**src/rtl/regfile_access_bridge.sv**
```systemverilog
// Command-driven initiator for the RegisterFile write/read ports: reads, full writes,
// and byte-masked writes by read-modify-write, one response per accepted command.
module regfile_access_bridge #(
  parameter int unsigned DATA_W   = 64,
  parameter int unsigned ADDR_W   = 5,
  parameter int unsigned NUM_REGS = 32,
  parameter int unsigned READ_LAT = 1
) (
  input  logic                clk,
  input  logic                srst,
  input  logic                cmd_valid,
  output logic                cmd_ready,
  input  logic                cmd_write,
  input  logic [ADDR_W-1:0]   cmd_addr,
  input  logic [0:DATA_W-1]   cmd_wdata,
  input  logic [0:DATA_W/8-1] cmd_wmask,
  output logic                resp_valid,
  input  logic                resp_ready,
  output logic [0:DATA_W-1]   resp_rdata,
  output logic                resp_err,
  output logic                reg_write,
  output logic [ADDR_W-1:0]   w_addr,
  output logic [0:DATA_W-1]   w_data,
  output logic [ADDR_W-1:0]   r_addr1,
  input  logic [0:DATA_W-1]   r_data1
);
  localparam int unsigned NB    = DATA_W / 8;
  localparam int unsigned CNT_W = (READ_LAT > 1) ? $clog2(READ_LAT) : 1;
  localparam logic [CNT_W-1:0] CNT_LAST = CNT_W'(READ_LAT - 1);

  typedef enum logic [1:0] {IDLE = 2'd0, RD = 2'd1, WR = 2'd2, RESP = 2'd3} state_t;

  // Byte k of the result is taken from new_v when mask[k] is set, else from old_v.
  function automatic logic [0:DATA_W-1] merge_bytes(input logic [0:DATA_W-1] old_v,
                                                    input logic [0:DATA_W-1] new_v,
                                                    input logic [0:NB-1]     mask);
    logic [0:DATA_W-1] res;
    res = old_v;
    for (int k = 0; k < int'(NB); k++) begin
      if (mask[k]) begin
        res[8*k +: 8] = new_v[8*k +: 8];
      end else begin
        res[8*k +: 8] = old_v[8*k +: 8];
      end
    end
    return res;
  endfunction

  state_t              state_r, state_nxt_s;
  logic [CNT_W-1:0]    cnt_r, cnt_nxt_s;
  logic                is_write_r, is_write_nxt_s;
  logic [ADDR_W-1:0]   addr_r, addr_nxt_s;
  logic [0:DATA_W-1]   wdata_r, wdata_nxt_s;
  logic [0:NB-1]       wmask_r, wmask_nxt_s;
  logic [0:DATA_W-1]   data_r, data_nxt_s;
  logic                err_r, err_nxt_s;

  // Next-state and command/data bookkeeping.
  always_comb begin
    state_nxt_s    = state_r;
    cnt_nxt_s      = cnt_r;
    is_write_nxt_s = is_write_r;
    addr_nxt_s     = addr_r;
    wdata_nxt_s    = wdata_r;
    wmask_nxt_s    = wmask_r;
    data_nxt_s     = data_r;
    err_nxt_s      = err_r;
    case (state_r)
      IDLE: begin
        if (cmd_valid) begin
          is_write_nxt_s = cmd_write;
          addr_nxt_s     = cmd_addr;
          wdata_nxt_s    = cmd_wdata;
          wmask_nxt_s    = cmd_wmask;
          cnt_nxt_s      = {CNT_W{1'b0}};
          if (32'(cmd_addr) >= NUM_REGS) begin
            err_nxt_s   = 1'b1;
            data_nxt_s  = {DATA_W{1'b0}};
            state_nxt_s = RESP;
          end else if (cmd_write && (&cmd_wmask)) begin
            err_nxt_s   = 1'b0;
            data_nxt_s  = cmd_wdata;
            state_nxt_s = WR;
          end else begin
            err_nxt_s   = 1'b0;
            data_nxt_s  = {DATA_W{1'b0}};
            state_nxt_s = RD;
          end
        end else begin
          state_nxt_s = IDLE;
        end
      end
      RD: begin
        if (cnt_r == CNT_LAST) begin
          // A mask-0 write degenerates into a read: nothing to merge, nothing to write.
          if (is_write_r && (|wmask_r)) begin
            data_nxt_s  = merge_bytes(r_data1, wdata_r, wmask_r);
            state_nxt_s = WR;
          end else begin
            data_nxt_s  = r_data1;
            state_nxt_s = RESP;
          end
        end else begin
          cnt_nxt_s = cnt_r + CNT_W'(1'b1);
        end
      end
      WR: begin
        state_nxt_s = RESP;
      end
      RESP: begin
        if (resp_ready) begin
          state_nxt_s = IDLE;
        end else begin
          state_nxt_s = RESP;
        end
      end
      default: begin
        state_nxt_s = IDLE;
      end
    endcase
  end

  // State, bookkeeping and registered outputs decoded from the next state.
  always_ff @(posedge clk) begin
    if (srst) begin
      state_r    <= IDLE;
      cnt_r      <= {CNT_W{1'b0}};
      is_write_r <= 1'b0;
      addr_r     <= {ADDR_W{1'b0}};
      wdata_r    <= {DATA_W{1'b0}};
      wmask_r    <= {NB{1'b0}};
      data_r     <= {DATA_W{1'b0}};
      err_r      <= 1'b0;
      cmd_ready  <= 1'b1;
      resp_valid <= 1'b0;
      resp_err   <= 1'b0;
      resp_rdata <= {DATA_W{1'b0}};
      reg_write  <= 1'b0;
      w_addr     <= {ADDR_W{1'b0}};
      w_data     <= {DATA_W{1'b0}};
      r_addr1    <= {ADDR_W{1'b0}};
    end else begin
      state_r    <= state_nxt_s;
      cnt_r      <= cnt_nxt_s;
      is_write_r <= is_write_nxt_s;
      addr_r     <= addr_nxt_s;
      wdata_r    <= wdata_nxt_s;
      wmask_r    <= wmask_nxt_s;
      data_r     <= data_nxt_s;
      err_r      <= err_nxt_s;
      cmd_ready  <= (state_nxt_s == IDLE);
      resp_valid <= (state_nxt_s == RESP);
      resp_err   <= (state_nxt_s == RESP) ? err_nxt_s : 1'b0;
      resp_rdata <= (state_nxt_s == RESP) ? data_nxt_s : {DATA_W{1'b0}};
      reg_write  <= (state_nxt_s == WR);
      w_addr     <= (state_nxt_s == WR) ? addr_nxt_s : {ADDR_W{1'b0}};
      w_data     <= (state_nxt_s == WR) ? data_nxt_s : {DATA_W{1'b0}};
      r_addr1    <= (state_nxt_s == RD) ? addr_nxt_s : {ADDR_W{1'b0}};
    end
  end

endmodule
```
**config.mk**
```make
export PLATFORM = sky130hd
export DESIGN_NAME = regfile_access_bridge
export DESIGN_NICKNAME = d
export VERILOG_FILES = /design/src/rtl/regfile_access_bridge.sv
export SDC_FILE = /design/constraint.sdc
export NUM_CORES = 1
export LEC_CHECK = 0
export CORE_MARGIN = 2
export CORE_UTILIZATION = 47
export DETAILED_ROUTE_END_ITERATION = 12
export GPL_TIMING_DRIVEN = 0
export PLACE_DENSITY = 0.83
export SETUP_SLACK_MARGIN = 0.1
export SYNTH_ARGS = -nofsm -noshare
export SYNTH_HDL_FRONTEND = slang
export SYNTH_SLANG_ARGS = --single-unit
export TNS_END_PERCENT = 30
```
**constraint.sdc**
```tcl
create_clock -name clk -period 2.5 [get_ports clk]
set_clock_uncertainty 0.1 [all_clocks]
set_input_delay 0.5 -clock clk [delete_from_list [all_inputs] [get_ports clk]]
set_output_delay 0.5 -clock clk [all_outputs]
set_load 0.02 [all_outputs]
```
==> impl_metrics.env, run 1 <==
export IMPL_grt_max_degree=15
export IMPL_setup_viol=0
export IMPL_cp_data_arrival_time_ns=2.70
export IMPL_rsz0062_at_grt="yes"
export IMPL_avgSynthCellArea_um2=9.83
export IMPL_placed_cell_area_mm2=0.0129
export IMPL_post_drt_wl_per_cell_um=19.4
export IMPL_cts_max_level=1
export IMPL_layout_setup_ws_ns=0.150
export IMPL_io_buffer_count=287
export IMPL_p_int_w=0.00806
export IMPL_grt_usage=0.273
export IMPL_grt_pass1_wl_um=47000
export IMPL_vias=8892
export IMPL_path_clk_slew_ns=0.06
export IMPL_clock_latency_ns=0.54
export IMPL_ys_warn_count=0
export IMPL_tritoncts="done"
export IMPL_synthFlopType="dfxtp_1"
export IMPL_placementRows=52
export IMPL_regArea_mm2=0.00575
export IMPL_worst_pin_slew_ns=0.719
export IMPL_wirelength_met1_um=12400
export IMPL_finalNetCount=1465
export IMPL_numCtsBuffers=28
export IMPL_die_h_um=147
export IMPL_ys_types=37
export IMPL_p_comb_frac=0.158
export IMPL_finalHoldViolCount=0
export IMPL_ant_nets=0
export IMPL_syn_nets=1127
export IMPL_ios=288
export IMPL_via_per_inst=5.52
export IMPL_drc=0
export IMPL_dr_wl_met3_um=2420
export IMPL_power_density_mw_per_mm2=779
export IMPL_multi_input_area_mm2=0.00356
export IMPL_synth_seq_area_share=0.596
export IMPL_die_width_um=147
export IMPL_routed_wl_um=31300
export IMPL_status="finished clean"
export IMPL_fp_coreArea_mm2=0.0202
export IMPL_drive_above_1_share=0.122
export IMPL_max_vdd_ir_drop_mv=0.651
export IMPL_cts_sinks=287
export IMPL_dp_slack_ns=-0.955
export IMPL_grt_overflow_total=0
export IMPL_maxCapViolations=0
export IMPL_async_flop_share=0
export IMPL_postSynthCellCount=981
export IMPL_ctsHoldBuffers=0
export IMPL_synthTopCellsByArea="dfxtp_1, mux2_2, nor3_1"
export IMPL_max_freq_mhz=426
export IMPL_synth_top_area_frac=0.596
export IMPL_startpoint_type="input pin"
export IMPL_relSlewSlack=0.521
export IMPL_critPathKind="input pin to flip-flop"
export IMPL_dpl_hpwl_um=21600
export IMPL_gp_congestion=0.868
export IMPL_clkPwrFrac=0.391
export IMPL_antenna_found_initial=2
export IMPL_holdWs_ns=0.352
export IMPL_area_growth_pct=45.2
export IMPL_fin_area_mm2=0.0140
export IMPL_drt_first_pass_iters=10
export IMPL_post_route_min_period_ns=2.35
export IMPL_hp_class="flip-flop to flip-flop"
export IMPL_final_max_slew_viol_count=0
export IMPL_crit_fanout=10
export IMPL_die_area_mm2=0.0217
export IMPL_synth_seq_cells=287
export IMPL_first_iter_violations=705
export IMPL_n_fill_cell=1528
export IMPL_synth_edff_count=0
export IMPL_end_kind="flip-flop"
export IMPL_grt_pass1_vias=8692
export IMPL_seqPwrFrac=0.451
export IMPL_cts_buffer_depth=3
export IMPL_period_share=0.940
export IMPL_synth_top_cell_by_area="dfxtp_1"
export IMPL_route_met2_wl_um=15300
export IMPL_p_leak_nw=5.14
export IMPL_top_layer_used="met4"
export IMPL_synth_area_mm2=0.00965
export IMPL_clock_root_buffer="clkbuf_16"
export IMPL_swShare=0.261
export IMPL_power_switching_w=0.00285
export IMPL_cp_required_ns=2.85
export IMPL_initial_core_util=0.478
-- critical path, cell delays in order --
cell and delay (ns):
clkdlybuf4s50_1 0.49, nand4_1 0.10, buf_4 0.17, o41ai_1 0.37, nand2b_1 0.09, buf_1 0.32
clkbuf_1 0.38, nor3_1 0.29
-- final cells by class --
class	count	area share
Sequential cell	287	0.410
Multi-Input combinational cell	605	0.254
Timing Repair Buffer	310	0.218
Clock buffer	41	0.0600
Buffer	85	0.0263
Tap cell	270	0.0241
Clock inverter	10	0.00714
Inverter	2	0.000536
Antenna cell	2	0.000357
-- cell usage after synthesis (3+ instances only) --
library cell and instances:
dfxtp_1 287, nand2_1 155, nor3_1 136, a21oi_1 75, nor2_1 75, clkbuf_1 72
a222oi_1 62, mux2_2 62, buf_2 11, and2_1 5, mux2i_1 5, buf_1 3
nor2b_1 3, or4_1 3
-- power groups by stage --
stage | clock (W) | combinational (W) | sequential (W)
floorplan | 0 | 0.000779 | 0.00510
global placement | 0 | 0.00160 | 0.00501
detailed placement | 0 | 0.00163 | 0.00502
CTS | 0.00429 | 0.00168 | 0.00492
global route | 0.00450 | 0.00184 | 0.00494
finish | 0.00426 | 0.00172 | 0.00492
-- metal layers --
| layer | global-route usage | up-vias |
|---|---|---|
| met5 | 0 | - |
| met2 | 0.467 | 408 |
| met4 | 0.105 | 0 |
| met3 | 0.0500 | 75 |
| li1 | - | 4158 |
| met1 | 0.344 | 4251 |
-- logic make-up after synthesis --
logic type / synth area share
mux: 0.0776
compound gates: 0.111
buf+inv: 0.0364
simple gates: 0.179
flops: 0.596
-- placed cells by master, fill, tap and decap left out, types with 2 or more instances in the layout --
cell | synthesis | final
a21boi_0 | 2 | 2
a21oi_1 | 75 | 75
a222oi_1 | 62 | 62
and2_1 | 5 | 5
and3_1 | 2 | 2
buf_1 | 3 | 2
buf_2 | 11 | 9
buf_4 | 1 | 27
bufinv_16 | 0 | 2
clkbuf_1 | 72 | 62
clkbuf_16 | 0 | 29
clkbuf_2 | 0 | 10
clkbuf_4 | 0 | 2
clkbuf_8 | 0 | 7
clkdlybuf4s50_1 | 0 | 286
clkinv_2 | 0 | 8
dfxtp_1 | 287 | 287
diode_2 | 0 | 2
inv_1 | 2 | 2
mux2_2 | 62 | 62
mux2i_1 | 5 | 5
nand2_1 | 155 | 154
nor2_1 | 75 | 75
nor2b_1 | 3 | 3
nor3_1 | 136 | 135
or2_2 | 2 | 2
or4_1 | 3 | 3
-- state kept, by name, indices dropped and copies added (netlist names), 2 cells and up --
| register | flops |
|---|---|
| wmask_r | 8 |
| w_addr | 5 |
| wdata_r | 64 |
| state_r | 2 |
| addr_r | 5 |
| w_data | 64 |
| r_addr1 | 5 |
| resp_rdata | 64 |
| data_r | 64 |
-- final timing paths --
check	startpoint	to	slack (ns)	cells after the start
worst max-delay path	cmd_wmask[4]	w_data[56]	0.15	8
worst min-delay path	err_r	err_r	0.35	2
worst max register to register	wmask_r[0]	resp_rdata[21]	0.17	6
worst min register to register	err_r	err_r	0.35	2
-- metrics by stage --
stage          utilization  total power [W]  instances  TNS [ns]
6_report             0.695           0.0109       1612         0
5_1_grt              0.695           0.0113       1612         0
4_1_cts              0.691           0.0109       1603         0
3_3_place_gp         0.637          0.00660       1538   -211.77
3_5_place_dp         0.638          0.00665       1539   -176.98
2_1_floorplan            -          0.00588        981         0
-- what timing repair did --
action	CTS	global route
pin swaps	21	7
endpoints found under the setup margin	216	67
buffers inserted	15	7
resized for setup	13	18
Power figures use the tool's default switching activity.
==> inputs of run 2 (changes only) <==
--- a/config.mk
+++ b/config.mk
@@ -7,9 +7,10 @@
 export LEC_CHECK = 0
 export CORE_MARGIN = 2
 export CORE_UTILIZATION = 47
+export CTS_CLUSTER_SIZE = 10
 export DETAILED_ROUTE_END_ITERATION = 12
 export GPL_TIMING_DRIVEN = 0
-export PLACE_DENSITY = 0.83
+export PLACE_DENSITY = 0.79
 export SETUP_SLACK_MARGIN = 0.1
 export SYNTH_ARGS = -nofsm -noshare
 export SYNTH_HDL_FRONTEND = slang
==> impl_metrics.env, run 2 (synthesis results as in run 1) <==
export IMPL_ios=288
export IMPL_final_util=0.700
export IMPL_layout_setup_ws_ns=0.139
export IMPL_grt_pass1_wl_um=47700
export IMPL_layout_cells_non_filler=1606
export IMPL_post_drt_wl_per_cell_um=19.3
export IMPL_cts_sinks=287
export IMPL_relSlewSlack=0.335
export IMPL_drt_first_pass_iters=8
export IMPL_final_max_slew_viol_count=0
export IMPL_wirelength_met1_um=12600
export IMPL_dpl_hpwl_um=21400
export IMPL_routed_wl_um=31000
export IMPL_finalNetCount=1476
export IMPL_grt_usage=0.279
export IMPL_end_kind="flip-flop"
export IMPL_fp_coreArea_mm2=0.0202
export IMPL_post_route_min_period_ns=2.36
export IMPL_final_common_cell="dfxtp_1"
export IMPL_power_density_mw_per_mm2=780
export IMPL_rsz0062_at_grt="yes"
export IMPL_cp_data_arrival_time_ns=2.62
export IMPL_io_buffer_count=287
export IMPL_max_vdd_ir_drop_mv=0.512
export IMPL_worst_pin_slew_ns=0.992
export IMPL_area_growth_pct=46.4
export IMPL_grt_pass1_vias=8804
export IMPL_cp_required_ns=2.76
export IMPL_gp_congestion=0.865
export IMPL_maxCapViolations=0
export IMPL_die_width_um=147
export IMPL_numCtsBuffers=34
export IMPL_hp_class="flip-flop to flip-flop"
export IMPL_clock_root_buffer="clkbuf_16"
export IMPL_initial_core_util=0.478
export IMPL_period_share=0.944
export IMPL_setup_viol=0
export IMPL_vias=8887
export IMPL_die_area_mm2=0.0217
export IMPL_grt_overflow_total=0
export IMPL_die_h_um=147
export IMPL_via_per_inst=5.53
export IMPL_first_iter_violations=774
export IMPL_cts_max_level=2
export IMPL_cts_buffer_depth=3
export IMPL_dr_wl_met3_um=2500
export IMPL_p_total_w=0.0110
export IMPL_critPathKind="flip-flop to flip-flop"
export IMPL_path_clk_slew_ns=0.06
export IMPL_top_layer_used="met4"
export IMPL_finalHoldViolCount=0
export IMPL_drc=0
export IMPL_max_freq_mhz=424
export IMPL_p_leak_nw=5.18
export IMPL_drive_above_1_share=0.133
export IMPL_startpoint_type="flip-flop"
export IMPL_route_met2_wl_um=14900
export IMPL_crit_fanout=10
export IMPL_mostFrequentLayoutCells="dfxtp_1, clkdlybuf4s50_1, nand2_1"
export IMPL_status="finished clean"
export IMPL_clock_latency_ns=0.51
export IMPL_tritoncts="done"
export IMPL_antenna_found_initial=1
export IMPL_grt_max_degree=11
export IMPL_dp_slack_ns=-0.932
export IMPL_placementRows=52
export IMPL_dp_cells=1538
export IMPL_ant_nets=0
==> run 2: changes by cell type in the layout (fill, tap and decap cells not counted), sizes merged <==
cell,change
clkinv,-8
buf,+3
bufinv,-2
clkbuf,+1
==> run 2: critical path, cell delays in order (launching register included) <==
cell and delay [ns]:
dfxtp_1 0.36, nor2_1 0.06, or2_2 0.27, clkbuf_1 0.29, clkbuf_1 0.35, a222oi_1 0.64
nor3_1 0.12
==> run 2: metrics by stage <==
step	TNS (ns)	hold WS [ns]	area (um^2)
floorplan	0	0.319	9650
global placement	-204.45	0.339	12900
detailed placement	-172.72	0.344	12900
CTS	0	0.352	14000
global route	0	0.367	14100
finish	0	0.346	14100
==> run 2: path summary, 6_finish.rpt <==
path / from / end / slack, ns / depth (start not counted)
hold / removal: err_r / err_r / 0.35 / 2
hold reg to reg: err_r / err_r / 0.35 / 2
setup / recovery: state_r[0] / resp_rdata[57] / 0.14 / 6
setup reg to reg: state_r[0] / resp_rdata[57] / 0.14 / 6
==> run 2: metal layers <==
layer | vias to the layer above | track usage
met5 | - | 0
met4 | 0 | 0.107
met3 | 77 | 0.0677
met2 | 400 | 0.461
met1 | 4244 | 0.353
li1 | 4166 | -
==> run 2: timing repair <==
item,CTS,global route
setup endpoints to repair,216,192
setup buffers,19,8
hold buffers,0,0
resized for setup,14,54
pin swaps,20,9
==> run 2: report_power, final <==
| group | total (W) | internal, W | switching (W) |
|---|---|---|---|
| Sequential | 0.00493 | 0.00483 | 0.0000938 |
| Clock | 0.00434 | 0.00260 | 0.00174 |
| Combinational | 0.00175 | 0.000731 | 0.00102 |
| Total | 0.0110 | 0.00816 | 0.00285 |
==> run 2: cell type report <==
cell class	instances	area (um^2)
Antenna cell	2	5.00
Buffer	86	395
Clock buffer	40	937
Fill cell	1497	6040
Inverter	2	7.51
Multi-Input combinational cell	605	3620
Sequential cell	287	5750
Tap cell	270	338
Timing Repair Buffer	314	3070
